===== config.mk =====
export PLATFORM = sky130hd
export DESIGN_NAME = adder_seq_ctrl
export DESIGN_NICKNAME = d
export VERILOG_FILES = /design/src/rtl/adder_seq_ctrl.sv
export SDC_FILE = /design/constraint.sdc
export NUM_CORES = 1
export LEC_CHECK = 0
export BUFFER_PORTS_ARGS = -buffer_cell sky130_fd_sc_hd__buf_2
export CORE_ASPECT_RATIO = 2
export CORE_MARGIN = 1.5
export CORE_UTILIZATION = 55
export DETAILED_ROUTE_END_ITERATION = 6
export GPL_ROUTABILITY_DRIVEN = 0
export HOLD_SLACK_MARGIN = 0.02
export PLACE_DENSITY_LB_ADDON = 0.2
export SLEW_MARGIN = 20
export SYNTH_ARGS = -nofsm -noshare
export SYNTH_HDL_FRONTEND = slang
export SYNTH_SLANG_ARGS = --single-unit
export TNS_END_PERCENT = 1

===== constraint.sdc =====
create_clock -name clk -period 4.35 [get_ports clk]
set_clock_uncertainty 0.05 [all_clocks]
set_input_delay 0.87 -clock clk [delete_from_list [all_inputs] [get_ports clk]]
set_output_delay 0.87 -clock clk [all_outputs]
set_load 0.02 [all_outputs]

===== src/rtl/adder_seq_ctrl.sv =====
// Multi-precision add/subtract sequencer: streams WORDS words of WIDTH bits through one
// ripple adder, LSW first, chaining the carry between cycles.

module adder #(
    parameter int unsigned WIDTH = 6
) (
    input  logic [WIDTH-1:0] a_i,
    input  logic [WIDTH-1:0] b_i,
    input  logic             cin_i,
    output logic [WIDTH-1:0] sum_o,
    output logic             cout_o
);
    logic [WIDTH:0] c;

    always_comb begin
        c     = '0;
        sum_o = '0;
        c[0]  = cin_i;
        for (int i = 0; i < WIDTH; i++) begin
            sum_o[i] = a_i[i] ^ b_i[i] ^ c[i];
            c[i+1]   = (a_i[i] & b_i[i]) | (c[i] & (a_i[i] ^ b_i[i]));
        end
        cout_o = c[WIDTH];
    end
endmodule

module adder_seq_ctrl #(
    parameter int unsigned WIDTH = 6,
    parameter int unsigned WORDS = 4
) (
    input  logic                   clk,
    input  logic                   rst,
    input  logic                   in_valid,
    output logic                   in_ready,
    input  logic [WIDTH*WORDS-1:0] A,
    input  logic [WIDTH*WORDS-1:0] B,
    input  logic                   Cin,
    input  logic                   sub,
    output logic                   out_valid,
    input  logic                   out_ready,
    output logic [WIDTH*WORDS-1:0] Sum,
    output logic                   Cout,
    output logic                   Ovf,
    output logic                   busy
);
    localparam int unsigned TW   = WIDTH * WORDS;
    localparam int unsigned IdxW = $clog2(WORDS);
    localparam logic [IdxW-1:0] LastIdx = IdxW'(WORDS - 1);

    typedef enum logic [1:0] {StIdle, StRun, StDone} state_e;

    state_e          state_q;
    logic [TW-1:0]   a_q;
    logic [TW-1:0]   b_q;
    logic            carry_q;
    logic [IdxW-1:0] idx_q;
    logic [TW-1:0]   sum_q;
    logic            cout_q;
    logic            ovf_q;

    logic [WIDTH-1:0] add_a;
    logic [WIDTH-1:0] add_b;
    logic [WIDTH-1:0] add_sum;
    logic             add_cout;

    assign add_a = a_q[int'(idx_q)*WIDTH +: WIDTH];
    assign add_b = b_q[int'(idx_q)*WIDTH +: WIDTH];

    adder #(
        .WIDTH (WIDTH)
    ) u_adder (
        .a_i    (add_a),
        .b_i    (add_b),
        .cin_i  (carry_q),
        .sum_o  (add_sum),
        .cout_o (add_cout)
    );

    always_ff @(posedge clk) begin
        if (rst) begin
            state_q <= StIdle;
            a_q     <= '0;
            b_q     <= '0;
            carry_q <= 1'b0;
            idx_q   <= '0;
            sum_q   <= '0;
            cout_q  <= 1'b0;
            ovf_q   <= 1'b0;
        end else begin
            unique case (state_q)
                StIdle: begin
                    if (in_valid) begin
                        a_q     <= A;
                        // Subtract is A + ~B + 1, so B is stored pre-inverted.
                        b_q     <= sub ? ~B : B;
                        carry_q <= sub | Cin;
                        idx_q   <= '0;
                        state_q <= StRun;
                    end
                end
                StRun: begin
                    sum_q[int'(idx_q)*WIDTH +: WIDTH] <= add_sum;
                    carry_q <= add_cout;
                    idx_q   <= idx_q + IdxW'(1);
                    if (idx_q == LastIdx) begin
                        cout_q  <= add_cout;
                        ovf_q   <= (a_q[TW-1] == b_q[TW-1]) && (add_sum[WIDTH-1] != a_q[TW-1]);
                        state_q <= StDone;
                    end
                end
                StDone: begin
                    if (out_ready) begin
                        state_q <= StIdle;
                    end
                end
                default: state_q <= StIdle;
            endcase
        end
    end

    assign in_ready  = (state_q == StIdle);
    assign out_valid = (state_q == StDone);
    assign busy      = (state_q != StIdle);
    assign Sum       = sum_q;
    assign Cout      = cout_q;
    assign Ovf       = ovf_q;
endmodule


After elaboration in Yosys (flattened, before gate mapping)

Cells that the tools add are included.

Word-level logic and storage cells: 73
Flip-flop bits (word level): 79
Output and inout bits: 29
Input port bits: 54

Shift-type cells: 4
Add/sub/neg operators: 2
Reduce and logical (&&, ||, !) cells: 8
Bitwise logic cells: 32
Eq/ne operators: 8
Multipliers: 1
Multiplexer cells: 10

Operator list:

| kind                                                                    | count |
|---|---|
| 24-bit by 6-bit indexed part select with 6-bit output                   | 2 |
| 5-bit negator with 34-bit output                                        | 1 |
| 6-bit by 34-bit variable shift with 24-bit output, first input constant | 1 |
| 6-bit by 34-bit indexed part select with 24-bit output                  | 1 |
| 24-bit bitwise mux                                                      | 1 |
| 24-bit 2-to-1 mux                                                       | 1 |
| 24-bit NOT                                                              | 1 |
| 1-bit bitwise AND                                                       | 12 |
| 1-bit bitwise XOR                                                       | 12 |
| 2-bit 2-to-1 mux                                                        | 4 |
| 1-bit OR                                                                | 7 |
| 2-bit one-hot mux with 3 select lines                                   | 1 |
| 2-bit AND reduction                                                     | 3 |
| 2-bit equality test, second input constant                              | 2 |
| 2-bit by 2-bit multiplier with 4-bit output, second input constant      | 1 |
| 2-bit inequality test, second input constant                            | 2 |
| 2-bit one-hot mux with 2 select lines                                   | 1 |
| 2-bit nonzero test                                                      | 2 |
| 3-bit AND reduction                                                     | 1 |
| 2-bit by 1-bit adder with 2-bit output, second input constant           | 1 |
| 2-bit by 1-bit equality test with 1-bit output, second input constant   | 1 |
| 2-bit zero test                                                         | 1 |
| 2-bit by 1-bit inequality test with 1-bit output, second input constant | 1 |
| 1-bit one-hot mux with 2 select lines                                   | 1 |
| other kinds (4)                                                         | 4 |

Logic depth before layout (Yosys ltp)

Depth after elaboration: 16
Mapped depth: 15
Gate-level depth less buffers: 14

By module

A second synthesis with hierarchy kept.

Cell total of the unflattened synthesis: 415
Area, all modules: 4006.3 sq um

Modules (own cells, without submodules):

| module         | instances | seq. area each (sq um) | cells an instance | area each (sq um) |
|---|---|---|---|---|
| adder_seq_ctrl | 1         | 1581.5                 | 399               | 3848.7 |
| adder          | 1         | 0.0                    | 16                | 157.7 |

Worst setup path after synthesis

OpenSTA, ideal clock, no wires.

Kind: reg-to-reg
Start: register idx_q[0]
End: register sum_q[19] (netlist: Sum[19])
Clock period less this slack: 3.840 ns
Setup time: 0.139 ns
Required time: 4.161 ns
Arrival time: 3.652 ns
Cell stages (with the launch flop): 16
Path buffers: 1
Setup slack: 0.510 ns
Cell sequence: dfxtp_1 buf_4 mux4_2 inv_1 fa_1 inv_1 fa_1 fa_1 fa_1 inv_1 fa_1 inv_1 fa_1 and3_1 o2111ai_1 a31oi_1

Word-level cells in the longest chain between the ends: 16
Elaborated cells on any way between the ends: 34
Those cells by class: add/sub (1); mul (1); shift (4); mux (1); bitwise (27)

RTL lines:

| element                                                                  | line        | RTL |
|---|---|---|
| start, declared                                                          | 56          | `logic [IdxW-1:0] idx_q;` |
| start signal, assigned                                                   | 104         | `idx_q <= idx_q + IdxW'(1);` |
| 2-bit by 2-bit multiplier with 4-bit output *                            | 66, 67, 102 |  |
| 24-bit by 6-bit indexed part select with 6-bit output (on tied branches) | 66, 67      |  |
| 1-bit bitwise XOR                                                        | 20, 21      |  |
| 1-bit bitwise AND                                                        | 21          | `c[i+1] = (a_i[i] & b_i[i]) \| (c[i] & (a_i[i] ^ b_i[i]));` |
| 1-bit OR                                                                 | 21          |  |
| 1-bit bitwise AND                                                        | 21          |  |
| 1-bit OR                                                                 | 21          |  |
| 1-bit bitwise AND                                                        | 21          |  |
| 1-bit OR                                                                 | 21          |  |
| 1-bit bitwise AND                                                        | 21          |  |
| 1-bit OR                                                                 | 21          |  |
| 1-bit bitwise AND                                                        | 21          |  |
| 1-bit OR                                                                 | 21          |  |
| 1-bit bitwise XOR                                                        | 20          | `sum_o[i] = a_i[i] ^ b_i[i] ^ c[i];` |
| 6-bit by 34-bit indexed part select with 24-bit output                   | 102         | `sum_q[int'(idx_q)*WIDTH +: WIDTH] <= add_sum;` |
| 24-bit bitwise mux *                                                     | 102         |  |
| end signal, assigned by index                                            | 102         |  |
| end, declared                                                            | 57          | `logic [TW-1:0] sum_q;` |

Mark *: on every way between the ends. The rest lies on a longest branch, timed or not.
A chain may end at the register's enable or synchronous reset.

Final worst setup path

Ends and elaborated chain as after synthesis.

==> results.toml <==
[global_route]
grt_usage = 0.261
pin_count_of_the_biggest_net_entering_global_routing = 73
grt_pass1_vias = 3423
grt_antenna_before_repair = 0
grt_pass1_wl_mm = 16.1
overflow = 0

[pwr]
leakage_uw = 0.00191
peakVddDrop_mv = 0.280
power.switching_uw = 509
internal_power_uw = 1390
power-per-cell-area_nw_per_um2 = 394
power.total_uw = 1900
seqPwrFrac = 0.416
clock_power_share = 0.410
p_comb_frac = 0.173
swShare = 0.268

[timing]
final.min_clock_period_ns = 4.13
final-hold-violation-count = 0
finalCritPeriodShare = 0.949
tightestPinTransition_ns = 0.981
setup_tns_ns = 0
achievable-frequency_ghz = 0.242
finalSetupViolCount = 0
timing_max_transition_violations_final = 0
timing.max_slew.rel_slack = 0.346
grt_setup_unrepaired = "false"

[die]
ioPinCount = 83
rows = 44
initial_core_util = 0.569
dieWidth_um = 64.5
dieHeight_um = 126
fp.coreArea_um2 = 7320
die-area_um2 = 8130

[yosys]
async_flop_share = 0
total_standard_cell_area_after_synthesis_um2 = 4160
synth-edff-count = 0
netlist_instances = 438
average_cell_area_after_synthesis_um2 = 9.51
synth.yosys.seq_area_share = 0.380
synth_top_flop_cell = "dfxtp_1"
count_of_state_elements_after_synthesis = 79
post_syn_nets = 504
ys_types = 48
yosys_warnings = 0

[hold_path]
launch_point_of_the_worst_hold_path = "Sum[15]"
worstHoldEndpoint = "Sum[15]"
holdPathStages = 2
worst_hold_path_type = "reg -> reg"

[drt]
route.detailed.wl_per_inst_um = 16.5
postRouteWirelength_mm = 9.81
drt_iter0_drc = 196
detailedRoute.firstPassIterationCount = 4
antenna_left = 0
detailroute.via_count = 3289
routed_via_density = 5.53
drc_errors = 0

[final_layout]
design.final.nets = 564
drive_above_1_share = 0.332
synthToLayoutAreaGrowth_pct = 15.7
diodes = 0

[placed_design]
number_of_input_and_output_port_buffers_inserted = 82
estimated_wirelength_of_the_detail_placed_design_mm = 7.17

[clock_tree]
clk_pin_slew_ns = 0.06
numClockSinks = 79
numCtsBuffers = 9
clock_tree.buffer_depth = 2
cts.root.buffer_cell = "clkbuf_16"
clk-insertion-delay-late_ns = 0.34
tritoncts = "built"
clock_tree.htree_level_count = 3

[setup_path]
setup.reg_to_reg.worst_slack_ns = 0.22
path_max_fanout = 14
worstPathArrival_ns = 4.34
timing.critical_path.to_type = "register"
ff2ff_path_depth = 12
timing.rr.end = "Sum[19]"
worst_ep_required_time_ns = 4.56
r2r-start = "idx_q[0]"
critical_path.startpoint_type = "register"
setup.worst_path.class = "reg -> reg"

[job]
cap_viol_max_count = 0

[outcome]
outcome = "completed"
state kept, by name, indices dropped and copies added (netlist names):
| name | cells |
|---|---|
| a_q | 24 |
| Sum | 24 |
| carry_q | 1 |
| state_q | 2 |
| Ovf | 1 |
| b_q | 24 |
| idx_q | 2 |
| Cout | 1 |
layout by cell type, fill, tap and decap left out, types with 9 or more instances in the layout:
cell,count
a211oi_2,22
a21oi_1,35
a21oi_2,10
buf_2,82
clkbuf_16,9
dfxtp_1,79
inv_1,18
mux4_2,12
nand2_1,58
nand2_2,10
nor2_1,34
xnor2_1,24
layout make-up:
class                           count  area [µm²]
Clock buffer                       13         270
Clock inverter                      3        40.0
Fill cell                         635        2500
Inverter                           18        67.6
Multi-Input combinational cell    303        2300
Sequential cell                    79        1580
Tap cell                           92         115
Timing Repair Buffer               87         448
cell usage after synthesis, types with 6 or more instances:
library cell	n	area (µm²)
a211oi_2	22	275
a21oi_1	35	175
a21oi_2	10	87.6
and3b_1	8	70.1
buf_2	15	75.1
buf_4	7	52.6
clkbuf_1	9	33.8
dfxtp_1	79	1580
fa_1	6	120
ha_1	6	75.1
inv_1	18	67.6
mux2i_1	6	60.1
mux4_2	12	270
nand2_1	58	218
nand2_2	10	62.6
nor2_1	34	128
nor2b_1	6	37.5
o32ai_1	6	52.6
xnor2_1	24	210
routing by layer:
layer	vias up	global-route usage	share of wire
met5	-	0	0
met3	23	0.0580	0.035
li1	1637	-	-
met4	0	0.109	0.026
met2	89	0.502	0.58
met1	1540	0.257	0.36
per-stage QoR:
stage	hold slack [ns]	cell area [µm²]	util	worst slack [ns]	instances
2_1_floorplan	0.383	4160	-	0.510	438
3_3_place_gp	0.386	4510	0.616	0.300	579
3_5_place_dp	0.392	4510	0.616	0.143	579
4_1_cts	0.400	4820	0.658	0.120	595
5_1_grt	0.423	4820	0.658	0.0314	595
6_report	0.397	4820	0.658	0.221	595
power groups by stage:
stage / Combinational (µW) / Clock, µW / Sequential (µW)
2_1_floorplan: 251 / 0 / 797
3_3_place_gp: 318 / 0 / 806
3_5_place_dp: 326 / 0 / 807
4_1_cts: 329 / 788 / 791
5_1_grt: 359 / 817 / 795
6_report: 329 / 780 / 791
worst max-delay path, cell delays in order (launching register included):
cell and delay (ns):
dfxtp_1 0.45, buf_4 0.28, mux4_2 0.54, fa_1 0.42
fa_1 0.41, fa_1 0.38, inv_1 0.08, fa_1 0.15
inv_1 0.05, fa_2 0.66, and3_1 0.23, o2111ai_1 0.14
a31oi_1 0.20
timing repair:
item,in CTS,in global routing
hold buffers,0,0
gates resized for setup,0,1
buffers inserted,0,0
endpoints found under the setup margin,0,3
cells by family after synthesis:
logic type                 synth area share
and+or+nand+nor                       0.183
AOI/OAI and AO/OA                     0.181
DFF                                   0.380
buffers and inverters                0.0706
xor gates and xnor gates             0.0505
muxes                                0.0874
adders and majority gates            0.0469
worst max path at each step:
stage	endpoint	from	slack (ns)	depth (start not counted)
finish	Sum[19]	idx_q[0]	0.22	12
global route	Sum[19]	idx_q[0]	0.03	12
CTS	Sum[19]	idx_q[0]	0.12	12
detailed placement	Sum[3]	idx_q[0]	0.14	12
global placement	Sum[19]	idx_q[0]	0.30	12
floorplan	Sum[19]	idx_q[0]	0.51	15
No activity file was read; power rests on OpenSTA's default activity.
